[src/rtl/conv_mac_pkg.sv]
// Shared definitions for the convolution MAC accumulation cell.
// Contents:
//   cal_fmt_e - operand format codes carried on calfmt
//   clog2     - ceiling log2, used to size the lane adder output
package conv_mac_pkg;

    typedef enum logic [1:0] {
        CAL_FMT_INT8  = 2'b00,
        CAL_FMT_INT16 = 2'b01,
        CAL_FMT_FP16  = 2'b10,
        CAL_FMT_RSVD  = 2'b11
    } cal_fmt_e;

    function automatic int unsigned clog2(input int unsigned value);
        int unsigned r;
        r = 0;
        for (int unsigned i = 0; i < 32; i++) begin
            if ((64'd1 << i) < 64'(value)) begin
                r = i + 1;
            end
        end
        return r;
    endfunction

endpackage

[src/rtl/conv_mac_acc_cell_if.sv]
// Stream bundle for conv_mac_acc_cell: input beat channel (calfmt, ftm/wgt
// lanes, last, valid/ready) and output result channel (data, sat,
// valid/ready).
//   master - producer of beats / consumer of results (the surrounding system)
//   slave  - the MAC accumulation cell
interface conv_mac_acc_cell_if #(
    parameter int unsigned ATOMIC_C  = 4,
    parameter int unsigned ACC_WIDTH = 40
);
    logic [1:0]              calfmt;
    logic [ATOMIC_C*16-1:0]  mac_in_ftm;
    logic [ATOMIC_C*16-1:0]  mac_in_wgt;
    logic                    mac_in_last;
    logic                    mac_in_valid;
    logic                    mac_in_ready;
    logic [ACC_WIDTH-1:0]    mac_out_data;
    logic                    mac_out_sat;
    logic                    mac_out_valid;
    logic                    mac_out_ready;

    modport master (
        output calfmt, mac_in_ftm, mac_in_wgt, mac_in_last, mac_in_valid,
        input  mac_in_ready,
        input  mac_out_data, mac_out_sat, mac_out_valid,
        output mac_out_ready
    );

    modport slave (
        input  calfmt, mac_in_ftm, mac_in_wgt, mac_in_last, mac_in_valid,
        output mac_in_ready,
        output mac_out_data, mac_out_sat, mac_out_valid,
        input  mac_out_ready
    );
endinterface

[src/rtl/conv_mac_add_tree.sv]
// Registered signed lane adder: sums LANES signed IN_W-bit values into one
// signed IN_W+clog2(LANES)-bit result, registered when en is high.
// Ports:
//   clk, rst  - clock, asynchronous active-high reset (clears the sum)
//   en        - register enable
//   in_data   - LANES packed signed inputs, lane 0 in the low bits
//   sum       - registered signed sum
module conv_mac_add_tree
    import conv_mac_pkg::*;
#(
    parameter int unsigned LANES = 4,
    parameter int unsigned IN_W  = 32,
    localparam int unsigned OUT_W = IN_W + clog2(LANES)
) (
    input  logic                    clk,
    input  logic                    rst,
    input  logic                    en,
    input  logic [LANES*IN_W-1:0]   in_data,
    output logic signed [OUT_W-1:0] sum
);

    logic signed [OUT_W-1:0] sum_c;

    always_comb begin
        sum_c = '0;
        for (int unsigned i = 0; i < LANES; i++) begin
            sum_c = sum_c + OUT_W'($signed(in_data[i*IN_W +: IN_W]));
        end
    end

    always_ff @(posedge clk or posedge rst) begin
        if (rst) begin
            sum <= '0;
        end else if (en) begin
            sum <= sum_c;
        end
    end

endmodule

[src/rtl/conv_mac_acc_cell.sv]
// Convolution MAC accumulation cell. Formats ATOMIC_C feature/weight lanes
// for external signed 16x16 multipliers, sums the returned products per beat
// and accumulates beats into a saturating group sum emitted on mac_in_last.
// Ports:
//   aclk, areset - clock, asynchronous active-high reset
//   aclken       - global clock enable
//   mac          - beat input / result output streams (slave side)
//   err_fmt      - one-cycle pulse after accepting an FP16/reserved beat
//   mul_op_a/b   - registered operands to the external multipliers
//   mul_ce       - multiplier enable (equals the pipeline enable)
//   mul_res      - products, MUL_LATENCY enabled cycles after the operands
module conv_mac_acc_cell
    import conv_mac_pkg::*;
#(
    parameter int unsigned ATOMIC_C    = 4,
    parameter int unsigned ACC_WIDTH   = 40,
    parameter int unsigned MUL_LATENCY = 1,
    parameter int unsigned SIM_DELAY   = 1
) (
    input  logic                   aclk,
    input  logic                   areset,
    input  logic                   aclken,
    conv_mac_acc_cell_if.slave     mac,
    output logic                   err_fmt,
    output logic [ATOMIC_C*16-1:0] mul_op_a,
    output logic [ATOMIC_C*16-1:0] mul_op_b,
    output logic                   mul_ce,
    input  logic [ATOMIC_C*32-1:0] mul_res
);

    localparam int unsigned SW = 32 + clog2(ATOMIC_C);
    // Extended width covers both the lane sum and the accumulator plus one
    // guard bit, so the raw sum never wraps before clipping is decided.
    localparam int unsigned EW = ((SW > ACC_WIDTH) ? SW : ACC_WIDTH) + 1;

    localparam logic [ACC_WIDTH-1:0] ACC_MAX_N = {1'b0, {(ACC_WIDTH-1){1'b1}}};
    localparam logic [ACC_WIDTH-1:0] ACC_MIN_N = {1'b1, {(ACC_WIDTH-1){1'b0}}};
    localparam logic signed [EW-1:0] ACC_MAX_W = {{(EW-ACC_WIDTH){1'b0}}, ACC_MAX_N};
    localparam logic signed [EW-1:0] ACC_MIN_W = {{(EW-ACC_WIDTH){1'b1}}, ACC_MIN_N};

    if ((ATOMIC_C == 0) || (ATOMIC_C > 32) || ((ATOMIC_C & (ATOMIC_C - 1)) != 0) ||
        (ACC_WIDTH < 34) || (ACC_WIDTH > 48) ||
        (MUL_LATENCY < 1) || (MUL_LATENCY > 4) || (SIM_DELAY > 1000)) begin : g_bad_param
        $error("conv_mac_acc_cell: parameter out of range");
    end

    logic                   pipe_en;
    logic [ATOMIC_C*16-1:0] op_a_d;
    logic [ATOMIC_C*16-1:0] op_b_d;
    logic [MUL_LATENCY:0]   tag_v;
    logic [MUL_LATENCY:0]   tag_last;
    logic signed [SW-1:0]   lane_sum;
    logic                   sum_v;
    logic                   sum_last;
    logic signed [ACC_WIDTH-1:0] acc;
    logic                   sticky;
    logic signed [EW-1:0]   acc_ext;
    logic signed [EW-1:0]   sum_ext;
    logic signed [EW-1:0]   wide;
    logic                   clip;
    logic [ACC_WIDTH-1:0]   next_acc;
    logic [ACC_WIDTH-1:0]   out_data_q;
    logic                   out_sat_q;
    logic                   out_valid_q;
    logic                   bad_fmt;

    assign pipe_en           = aclken & (~out_valid_q | mac.mac_out_ready);
    assign mac.mac_in_ready  = pipe_en;
    assign mul_ce            = pipe_en;
    assign mac.mac_out_data  = out_data_q;
    assign mac.mac_out_sat   = out_sat_q;
    assign mac.mac_out_valid = out_valid_q;

    assign bad_fmt = (mac.calfmt == CAL_FMT_FP16) || (mac.calfmt == CAL_FMT_RSVD);

    // Operand formatting; unsupported formats feed zeros so the beat still
    // flows through and its last tag is honoured.
    always_comb begin
        op_a_d = '0;
        op_b_d = '0;
        for (int unsigned i = 0; i < ATOMIC_C; i++) begin
            case (mac.calfmt)
                CAL_FMT_INT16: begin
                    op_a_d[i*16 +: 16] = mac.mac_in_ftm[i*16 +: 16];
                    op_b_d[i*16 +: 16] = mac.mac_in_wgt[i*16 +: 16];
                end
                CAL_FMT_INT8: begin
                    op_a_d[i*16 +: 16] = {{8{mac.mac_in_ftm[i*16+7]}}, mac.mac_in_ftm[i*16 +: 8]};
                    op_b_d[i*16 +: 16] = {{8{mac.mac_in_wgt[i*16+7]}}, mac.mac_in_wgt[i*16 +: 8]};
                end
                default: ;
            endcase
        end
    end

    // Data path is qualified by the tags only, so it carries no reset.
    always_ff @(posedge aclk) begin
        if (pipe_en) begin
            mul_op_a <= op_a_d;
            mul_op_b <= op_b_d;
        end
    end

    // tag[0] sits with the operand register, tag[MUL_LATENCY] with mul_res.
    always_ff @(posedge aclk or posedge areset) begin
        if (areset) begin
            tag_v    <= '0;
            tag_last <= '0;
        end else if (pipe_en) begin
            tag_v    <= {tag_v[MUL_LATENCY-1:0], mac.mac_in_valid};
            tag_last <= {tag_last[MUL_LATENCY-1:0], mac.mac_in_last};
        end
    end

    always_ff @(posedge aclk or posedge areset) begin
        if (areset) begin
            err_fmt <= 1'b0;
        end else begin
            err_fmt <= pipe_en & mac.mac_in_valid & bad_fmt;
        end
    end

    conv_mac_add_tree #(
        .LANES (ATOMIC_C),
        .IN_W  (32)
    ) u_add_tree (
        .clk     (aclk),
        .rst     (areset),
        .en      (pipe_en),
        .in_data (mul_res),
        .sum     (lane_sum)
    );

    always_ff @(posedge aclk or posedge areset) begin
        if (areset) begin
            sum_v    <= 1'b0;
            sum_last <= 1'b0;
        end else if (pipe_en) begin
            sum_v    <= tag_v[MUL_LATENCY];
            sum_last <= tag_last[MUL_LATENCY];
        end
    end

    always_comb begin
        acc_ext = {{(EW-ACC_WIDTH){acc[ACC_WIDTH-1]}}, acc};
        sum_ext = {{(EW-SW){lane_sum[SW-1]}}, lane_sum};
        wide    = acc_ext + sum_ext;
        clip    = 1'b0;
        if (wide > ACC_MAX_W) begin
            next_acc = ACC_MAX_N;
            clip     = 1'b1;
        end else if (wide < ACC_MIN_W) begin
            next_acc = ACC_MIN_N;
            clip     = 1'b1;
        end else begin
            next_acc = wide[ACC_WIDTH-1:0];
        end
    end

    // A last sum loads the output and restarts the accumulator in the same
    // edge; that load takes priority over the ready-driven valid clear.
    always_ff @(posedge aclk or posedge areset) begin
        if (areset) begin
            acc         <= '0;
            sticky      <= 1'b0;
            out_data_q  <= '0;
            out_sat_q   <= 1'b0;
            out_valid_q <= 1'b0;
        end else if (pipe_en) begin
            if (sum_v && sum_last) begin
                out_data_q  <= next_acc;
                out_sat_q   <= sticky | clip;
                out_valid_q <= 1'b1;
                acc         <= '0;
                sticky      <= 1'b0;
            end else begin
                if (sum_v) begin
                    acc    <= $signed(next_acc);
                    sticky <= sticky | clip;
                end
                if (mac.mac_out_ready) begin
                    out_valid_q <= 1'b0;
                end
            end
        end
    end

endmodule

[src/flat_wrapper.sv]
// flat-port wrapper written by rule: the top's interface ports become plain ports
module conv_mac_acc_cell_flat import conv_mac_pkg::*;
#(
    parameter int unsigned ATOMIC_C    = 4,
    parameter int unsigned ACC_WIDTH   = 40,
    parameter int unsigned MUL_LATENCY = 1,
    parameter int unsigned SIM_DELAY   = 1
)
  (aclk, areset, aclken, err_fmt, mul_op_a, mul_op_b, mul_ce, mul_res, mac_calfmt, mac_mac_in_ftm, mac_mac_in_wgt, mac_mac_in_last, mac_mac_in_valid, mac_mac_in_ready, mac_mac_out_data, mac_mac_out_sat, mac_mac_out_valid, mac_mac_out_ready);
  conv_mac_acc_cell_if #(.ATOMIC_C(ATOMIC_C), .ACC_WIDTH(ACC_WIDTH)) mac_i ();
  input  logic aclk;
  input  logic areset;
  input  logic aclken;
  output logic err_fmt;
  output logic [ATOMIC_C*16-1:0] mul_op_a;
  output logic [ATOMIC_C*16-1:0] mul_op_b;
  output logic mul_ce;
  input  logic [ATOMIC_C*32-1:0] mul_res;
  input wire logic [$bits(mac_i.calfmt)-1:0] mac_calfmt;
  input wire logic [$bits(mac_i.mac_in_ftm)-1:0] mac_mac_in_ftm;
  input wire logic [$bits(mac_i.mac_in_wgt)-1:0] mac_mac_in_wgt;
  input wire logic [$bits(mac_i.mac_in_last)-1:0] mac_mac_in_last;
  input wire logic [$bits(mac_i.mac_in_valid)-1:0] mac_mac_in_valid;
  output wire logic [$bits(mac_i.mac_in_ready)-1:0] mac_mac_in_ready;
  output wire logic [$bits(mac_i.mac_out_data)-1:0] mac_mac_out_data;
  output wire logic [$bits(mac_i.mac_out_sat)-1:0] mac_mac_out_sat;
  output wire logic [$bits(mac_i.mac_out_valid)-1:0] mac_mac_out_valid;
  input wire logic [$bits(mac_i.mac_out_ready)-1:0] mac_mac_out_ready;
  assign mac_i.calfmt = mac_calfmt;
  assign mac_i.mac_in_ftm = mac_mac_in_ftm;
  assign mac_i.mac_in_wgt = mac_mac_in_wgt;
  assign mac_i.mac_in_last = mac_mac_in_last;
  assign mac_i.mac_in_valid = mac_mac_in_valid;
  assign mac_mac_in_ready = mac_i.mac_in_ready;
  assign mac_mac_out_data = mac_i.mac_out_data;
  assign mac_mac_out_sat = mac_i.mac_out_sat;
  assign mac_mac_out_valid = mac_i.mac_out_valid;
  assign mac_i.mac_out_ready = mac_mac_out_ready;
  conv_mac_acc_cell #(.ATOMIC_C(ATOMIC_C), .ACC_WIDTH(ACC_WIDTH), .MUL_LATENCY(MUL_LATENCY), .SIM_DELAY(SIM_DELAY)) u_core (.aclk(aclk), .areset(areset), .aclken(aclken), .mac(mac_i), .err_fmt(err_fmt), .mul_op_a(mul_op_a), .mul_op_b(mul_op_b), .mul_ce(mul_ce), .mul_res(mul_res));
endmodule
[config.mk]
export PLATFORM = sky130hd
export DESIGN_NAME = conv_mac_acc_cell_flat
export DESIGN_NICKNAME = d
export VERILOG_FILES = /design/src/rtl/conv_mac_pkg.sv /design/src/rtl/conv_mac_acc_cell_if.sv /design/src/rtl/conv_mac_add_tree.sv /design/src/rtl/conv_mac_acc_cell.sv /design/src/flat_wrapper.sv
export SDC_FILE = /design/constraint.sdc
export NUM_CORES = 1
export LEC_CHECK = 0
export CAP_MARGIN = 20
export CORE_MARGIN = 2
export CORE_UTILIZATION = 44
export CTS_CLUSTER_DIAMETER = 120
export DETAILED_ROUTE_END_ITERATION = 16
export PLACE_DENSITY = 0.78
export SYNTH_ARGS = -nofsm -noshare
export SYNTH_HDL_FRONTEND = slang
export SYNTH_SLANG_ARGS = --single-unit
[constraint.sdc]
create_clock -name aclk -period 7.2 [get_ports aclk]
set_clock_uncertainty 0.1 [all_clocks]
set_input_delay 1.44 -clock aclk [delete_from_list [all_inputs] [get_ports aclk]]
set_output_delay 1.44 -clock aclk [all_outputs]
set_load 0.02 [all_outputs]
After elaboration in Yosys (flattened, before gate mapping)
Index checks and enable logic that the tools add are counted.
{ "word_totals": {"rom_bits": 0, "ramBits": 0, "register_bits": 252, "memories": 0, "elab_cells": 54, "output_inout_bits": 173, "latch_bits": 0, "input_bits": 264} }
{ "classes": {"n_reduce_logical": 8, "n_bitwise": 6, "shift": 0, "div_mod_pow": 0, "n_addsub": 4, "n_eq_ne": 3, "multipliers": 0, "n_mux": 18, "n_lt_le_gt_ge": 2} }
{ "ops": {"columns": ["cell", "n"], "rows": [
  ["16-bit one-hot mux with 2 select lines", 8],
  ["40-bit 2-to-1 mux", 4],
  ["40-bit by 34-bit adder with 41-bit output", 1],
  ["41-bit by 40-bit greater-than comparator with 1-bit output, second input constant", 1],
  ["41-bit by 40-bit < comparator with 1-bit output, second input constant", 1],
  ["33-bit by 32-bit adder with 34-bit output", 1],
  ["34-bit by 32-bit adder with 34-bit output", 1],
  ["32-bit by 32-bit adder with 33-bit output", 1],
  ["1-bit 2-to-1 mux", 6],
  ["2-bit AND reduction", 3],
  ["2-bit == test, second input constant", 2],
  ["2-bit nonzero test", 2],
  ["1-bit AND", 3],
  ["2-bit by 1-bit == test with 1-bit output, second input constant", 1],
  ["2-bit logical NOT", 1],
  ["1-bit OR", 2],
  ["1-bit logical AND", 1],
  ["1-bit logical OR", 1],
  ["1-bit NOT", 1]
]} }

Longest topological paths before layout
Gate-level depths: netlist (run 1).
{ "depth": {"depth_word": 7, "ltp_mapped": 15} }

Hierarchy
A second synthesis (run 1) with hierarchy kept.
{ "unflattened": {"hier_cells": 1584, "hier_area_um2": 15663.8} }
{ "modules_own_cells": {"columns": ["mod", "seq_area_each_um2", "cells_per_inst", "area_each_um2", "n_inst"], "rows": [
  ["conv_mac_acc_cell", 6095.8, 1044, 10834.1, 1],
  ["conv_mac_add_tree", 850.8, 540, 4829.6, 1]
]} }

Worst setup path after synthesis (run 1)
OpenSTA, ideal clock, no wires.
{ "synth_path": {"path_kind": "input to output", "from": "in aclken", "to": "out mul_ce", "setup_slack_ns": -0.491, "cell_stages": 4, "arrival_ns": 6.151, "cell_sequence": "o21ai_1 > inv_1 > clkbuf_1 > buf_4"} }
{ "synth_via": {"elab_chain_cells": 1} }
{ "synth_rtl": {"columns": ["element", "line_no", "text"], "rows": [
  ["start: declaration", "flat_wrapper.sv:13", "input logic aclken;"],
  ["1-bit AND", "conv_mac_acc_cell.sv:67", "assign pipe_en = aclken & (~out_valid_q | mac.mac_out_ready);"],
  ["end: declaration", "flat_wrapper.sv:17", "output logic mul_ce;"]
]} }
No other way between the ends.

Worst setup path in the final report (run 1)
{ "layout_path": {"from": "in mul_res[8]", "to": "reg u_core.u_add_tree.sum[33]"} }
{ "layout_via": {"elab_chain_cells": 3} }
{ "layout_rtl": {"columns": ["element", "line_no", "text"], "rows": [
  ["start: declaration", "flat_wrapper.sv:18", "input logic [ATOMIC_C*32-1:0] mul_res;"],
  ["32-bit by 32-bit adder with 33-bit output", "conv_mac_add_tree.sv:27", "sum_c = sum_c + OUT_W'($signed(in_data[i*IN_W +: IN_W]));"],
  ["33-bit by 32-bit adder with 34-bit output", "conv_mac_add_tree.sv:27", null],
  ["34-bit by 32-bit adder with 34-bit output", "conv_mac_add_tree.sv:27", null],
  ["end signal: assignment", "conv_mac_add_tree.sv:35", "sum <= sum_c;"],
  ["end: declaration", "conv_mac_add_tree.sv:19", "output logic signed [OUT_W-1:0] sum"]
]} }
No other way between the ends.
A chain may end at the register's enable or synchronous reset.

==> qor.yml, run 1 <==
critical_path:
  r2r_start: "u_core.u_add_tree.sum[0]"
  worstPathArrival_ns: 5.82
  crit_path_end_kind: "flop"
  reg2reg_slack_ns: 2.72
  worstSetupPathType: "in -> reg"
  r2r_end: "u_core.mac.mac_out_data[27]"
  reg2regPathDepth: 13
  critPathTopFamily: "compound AO/OA/AOI/OAI gates"
  critPathMaxFanout: 4
  crit_required_ns: 7.48
  slowest_delay_ns: 0.58
  critPathLaunchType: "primary input"
  worst-path-stages: 13
  path_cells: "clkdlybuf4s50_1, fa_1, fa_1, ha_1, and3_1, a221oi_1, a21oi_1, o31ai_1, o21ai_1, a211oi_1, o31ai_1, xnor2_1, o21ai_0"
  cpMaxStageDelayCell: "fa_1"
  startpoint: "mul_res[8]"
  cp.buffers_inverters: 1
  crit_end: "u_core.u_add_tree.sum[33]"
final_layout:
  fillCellCount: 2705
  area_growth_pct: 37.5
  drive_above_1_share: 0.0518
  antenna_cells: 0
  fin_area_um2: 20400
  layout.nets: 2236
synthesis:
  synth_edf_count: 128
  synth_area_um2: 14900
  synth_largest_area_cell: "edfxtp_1"
  synth_ff_type: "edfxtp_1"
  yosysWarnings: 0
  synth_area_per_cell_um2: 10.4
  ys_top_cells_by_area: "edfxtp_1 26%, dfrtp_1 21%, fa_1 8.9%"
  syn_inst: 1431
  synth-simple-area-share: 0.141
  synth_seq_area_share: 0.467
  synthAdderAreaFrac: 0.150
  postSynth.asyncResetShare: 0.492
  synth_xor_area_frac: 0.0365
  ys_types: 72
  synthMuxAreaShare: 0.00791
  synth_top_area_share: 0.258
  ys_seq_elements: 252
  syn_nets: 1834
  synth_compound_area_frac: 0.168
  synth_top_family_by_area: "compound AO/OA/AOI/OAI gates"
clock_network:
  cts_hold_buffers: 0
  cts_resized: 0
  post_cts_buffers: 0
  cts_tree: "built"
  ctsRootBufferMaster: "clkbuf_16"
  htree_levels: 1
  clock_latency_ns: 0.54
  cts_sinks: 252
  cts_buffer_depth: 3
  path_clk_slew_ns: 0.06
  cts_buffers: 27
placed_design:
  place_congestion: 0.916
  dp_hpwl_mm: 33.3
  port_buffers: 436
  place_ws_ns: 1.11
  place_area_um2: 19500
sta:
  tightest_slew_ns: 0.974
  finalWorstPathRequiredPeriod_ns: 5.54
  fmax_mhz: 180
  tns_ns: 0
  finalSetupViolations: 0
  fin_crit_sh: 0.770
  finalHoldViolations: 0
  rsz0062_at_grt: "false"
  slew-limit-headroom: 0.350
  drv_slew: 0
  fin_ws_ns: 1.66
die:
  design.die.area_um2: 35300
  die_x_um: 188
  core_um2: 33400
  boundaryPins: 437
  fp.dieH_um: 188
  initial_utilization: 0.445
  std_cell_rows: 67
global_route:
  grt_pass1_vias: 12400
  overflow: 0
  grt_use_total: 0.244
  grt_max_degree: 78
  grt_pass1_wl_mm: 68.2
  antenna_found_initial: 6
power:
  finalPower_uw: 7810
  p_per_area_nw_per_um2: 382
  ir_drop_uv: 182
  leakage_uw: 0.00837
routing:
  drtIter0Drc: 815
  wl_per_cell_um: 19.0
  drc: 0
  num_vias: 12300
  routed_via_density: 5.33
  firstDrtPassIters: 5
  routed_wl_mm: 43.7
  antenna_left: 0
job:
  cap_violations: 0
run_status:
  status: "completed"
min_path:
  hp-class: "reg -> reg"
## layout by cell type, fill, tap and decap left out, types with 30 or more instances in the layout
master / instances
xnor2_1: 38
inv_1: 30
ha_1: 73
nor2b_1: 72
fa_1: 66
nor2_1: 73
nand2_1: 229
a21o_1: 34
o21ai_0: 96
edfxtp_1: 128
dfrtp_1: 124
a21oi_1: 150
clkdlybuf4s50_1: 434
## logic make-up (layout without fill, tap and decap cells)
kind of cell | after synthesis | in the layout
AOI/OAI and AO/OA | 410 | 410
xor gates and xnor gates | 62 | 62
adders and majority gates | 139 | 139
buffers and inverters | 102 | 524
DFF | 252 | 252
muxes | 11 | 11
and+or+nand+nor | 455 | 455
## stage by stage
stage	instances	utilization	hold WS (ns)
floorplan	1431	-	0.339
global route	2301	0.611	0.401
finish	2301	0.611	0.379
detailed placement	2252	0.584	0.359
CTS	2301	0.611	0.380
global placement	2252	0.584	0.359
## per-layer routing
layer  GRT usage  vias up  routed length (um)
met2       0.428      457               21800
met1       0.301     5879               17400
li1            -     5846                   -
met4      0.0654       12                1150
met3      0.0569       72                3230
met5           0        -                  81
## worst register-to-register path: stages, from the launching register on
cell and delay, ns:
dfrtp_1 0.36, ha_1 0.20, inv_1 0.07, fa_1 0.38
nand2b_1 0.21, a21oi_1 0.29, o21bai_1 0.25, or4_1 0.56
a21boi_1 0.26, o211ai_1 0.21, a21oi_2 0.23, mux2_2 0.69
nor2_1 0.36, a21oi_1 0.24
## Yosys cell counts, drive strengths merged (11+ instances only)
cell and n:
edfxtp 128, nand3 13, fa 66, a21o 34
buf 17, nor2b 72, nor3 11, o21bai 19
inv 32, ha 73, a21oi 151, clkbuf 53
nand2b 18, xnor2 38, dfrtp 124, nand2 231
nor2 74, xor2 24, o21ai 137
## how the worst min path moves through the flow
stage | from | to | slack [ns] | depth (start not counted)
final | u_core.tag_v[0] | u_core.tag_v[1] | 0.38 | 2
after detailed placement | u_core.tag_last[1] | u_core.sum_last | 0.36 | 2
after CTS | u_core.tag_last[1] | u_core.sum_last | 0.38 | 2
after global placement | u_core.sticky | u_core.sticky | 0.36 | 2
after floorplan | u_core.tag_last[1] | u_core.sum_last | 0.34 | 2
after global routing | u_core.tag_last[1] | u_core.sum_last | 0.40 | 2
## state kept, by name, summed over array words and instances (netlist names)
register / count
u_core.mul_op_a: 64
u_core.mac.mac_out_data: 40
u_core.tag_last: 2
u_core.u_add_tree.sum: 34
u_core.sticky: 1
u_core.acc: 40
u_core.tag_v: 2
u_core.err_fmt: 1
u_core.sum_last: 1
u_core.sum_v: 1
u_core.mul_op_b: 64
u_core.mac.mac_out_sat: 1
u_core.mac.mac_out_valid: 1
## power breakdown
part,total (uW),internal [uW],switching (uW)
sequential,2170,1930,245
combinational,4250,1730,2520
clock,1390,825,562
total,7810,4480,3330
## cell type report
type                    count  area [um^2]  share of cell area
clock inverters             6         65.1             0.00318
well taps                 448          561              0.0274
inverters                  32          128             0.00624
repair buffers            443         4410               0.216
flip-flops and latches    252         6950               0.340
multi-input cells        1077         7500               0.367
clock buffers              43          831              0.0406
(Power assumes the default switching activity.)
==> inputs of run 2 (changes only) <==
clock period = 4.49 ns   (was 7.2 ns; I/O delays follow)
==> qor.yml, run 2 (synthesis gave the netlist of run 1 again) <==
global_route:
  overflow: 0
  antenna_found_initial: 4
  grt_pass1_wl_mm: 68.8
  grt_use_total: 0.246
  grt_max_degree: 125
  grt_pass1_vias: 12700
critical_path:
  path_cells: "clkdlybuf4s50_1, fa_1, fa_1, ha_1, nor2b_2, o31a_1, o21bai_2, a21oi_2, o31ai_1, buf_4, o21ai_1, buf_4, a211oi_4, o21ai_1, xnor2_1, o21ai_0"
  startpoint: "mul_res[3]"
  worst-path-stages: 16
  cp.buffers_inverters: 3
  reg2reg_slack_ns: 0.55
  cpMaxStageDelayCell: "fa_1"
  r2r_start: "u_core.u_add_tree.sum[0]"
  critPathLaunchType: "primary input"
  worstPathArrival_ns: 4.68
  critPathTopFamily: "compound AO/OA/AOI/OAI gates"
  crit_end: "u_core.u_add_tree.sum[29]"
  slowest_delay_ns: 0.57
  crit_path_end_kind: "flop"
  r2r_end: "u_core.acc[8]"
  reg2regPathDepth: 14
  worstSetupPathType: "in -> reg"
  critPathMaxFanout: 4
  crit_required_ns: 4.79
routing:
  routed_wl_mm: 44.1
  firstDrtPassIters: 5
  drtIter0Drc: 682
  antenna_left: 0
  drc: 0
  num_vias: 12500
  wl_per_cell_um: 18.7
  routed_via_density: 5.32
job:
  cap_violations: 0
die:
  fp.dieH_um: 188
  initial_utilization: 0.445
  design.die.area_um2: 35300
  boundaryPins: 437
  std_cell_rows: 67
  core_um2: 33400
  die_x_um: 188
final_layout:
  fillCellCount: 2647
  instances_no_fill: 2357
  antenna_cells: 0
  final_cell_mix: "431 x clkdlybuf4s50_1, 229 x nand2_1, 149 x a21oi_1, 128 x edfxtp_1, 124 x dfrtp_1"
  final_common_cell: "clkdlybuf4s50_1"
  regArea_um2: 6950
  drive_above_1_share: 0.0833
  fin_area_um2: 21000
  area_growth_pct: 41.0
  layout.nets: 2292
  top_regs: "u_core.mul_op_a x64, u_core.mul_op_b x64"
  multi_input_area_um2: 7570
clock_network:
  ctsRootBufferMaster: "clkbuf_16"
  path_clk_slew_ns: 0.06
  cts_buffers: 28
  cts_tree: "built"
  htree_levels: 1
  clock_latency_ns: 0.54
  cts_sinks: 252
  cts_buffer_depth: 3
sta:
  drv_slew: 0
  finalWorstPathRequiredPeriod_ns: 4.38
  rsz0062_at_grt: "true"
  tightest_slew_ns: 0.959
  slew-limit-headroom: 0.361
  finalHoldViolations: 0
  fmax_mhz: 228
  finalSetupViolations: 0
  fin_crit_sh: 0.975
placed_design:
  place_area_um2: 20000
  place_congestion: 0.888
  placed_cells: 2305
  port_buffers: 436
  dp_hpwl_mm: 33.4
min_path:
  hp-start: "u_core.mac.mac_out_data[22]"
  hp-class: "reg -> reg"
power:
  p_per_area_nw_per_um2: 617
  leakage_uw: 0.00867
  ir_drop_uv: 284
run_status:
  status: "completed"
[run 2: cell types whose count changed in the layout (fill, tap and decap cells not counted), moves of 2 or more]
cell,before,now
o21ai_0,96,94
buf_4,8,61
bufinv_16,1,3
fa_1,66,64
clkbuf_1,7,14
clkdlybuf4s50_1,434,431
fa_2,0,2
clkbuf_8,7,2
buf_12,0,2
dlymetal6s2s_1,0,3
[run 2: worst min-delay path by stage]
stage                                  end  cells past startpoint
2_1_floorplan              u_core.sum_last                      2
3_3_place_gp                 u_core.sticky                      2
3_5_place_dp               u_core.sum_last                      2
4_1_cts        u_core.mac.mac_out_data[22]                      2
5_1_grt        u_core.mac.mac_out_data[22]                      2
6_report       u_core.mac.mac_out_data[22]                      2
[run 2: per-layer routing]
layer,global-route usage,up-vias,routed length (um)
li1,-,5939,-
met1,0.300,6039,17700
met2,0.439,475,21900
met3,0.0503,74,3130
met4,0.0757,8,1350
met5,0,-,54
[run 2: cell type report]
cell class	count	share of cell area
repair buffers	498	0.232
clock buffers	44	0.0372
well taps	448	0.0267
flip-flops and latches	252	0.331
clock inverters	6	0.00567
multi-input cells	1077	0.361
inverters	32	0.00609
[run 2: stage by stage]
stage               worst slack, ns  power, uW   util  setup TNS, ns  hold slack, ns
finish                        0.114      12900  0.627              0           0.378
CTS                          0.0105      12900  0.624              0           0.379
detailed placement           -0.651      10600  0.597          -5.88           0.361
global route                -0.0638      13900  0.627        -0.0953           0.398
global placement             -0.526      10500  0.597          -4.55           0.360
floorplan                    0.0822       8150      -              0           0.339
[run 2: worst register-to-register path: stages (launching register included)]
cell and delay (ns):
dfrtp_1 0.36, ha_1 0.21, inv_1 0.07, fa_1 0.38, nand2b_1 0.20, a21oi_1 0.25
o21bai_1 0.17, or4_1 0.53, a21boi_1 0.22, o211ai_1 0.21, a21oi_2 0.24, mux2_2 0.44
buf_12 0.20, nor2_1 0.08, o21ai_0 0.19
[run 2: report_power, final]
group | internal [uW] | switching [uW] | total [uW]
registers | 3090 | 389 | 3480
logic | 3050 | 4130 | 7180
clock network | 1360 | 905 | 2260
[run 2: what timing repair did]
| item | CTS | global route |
|---|---|---|
| resized for setup | 2 | 18 |
| hold buffers | 0 | 0 |
| setup buffers | 0 | 2 |
| endpoints found under the setup margin | 3 | 10 |
| pin swaps | 0 | 14 |
==> inputs of run 3 (changes only) <==
SLEW_MARGIN = 20   (was default)
==> results of run 3 <==
The final DEF is identical to that of run 2; final timing and power are the same.
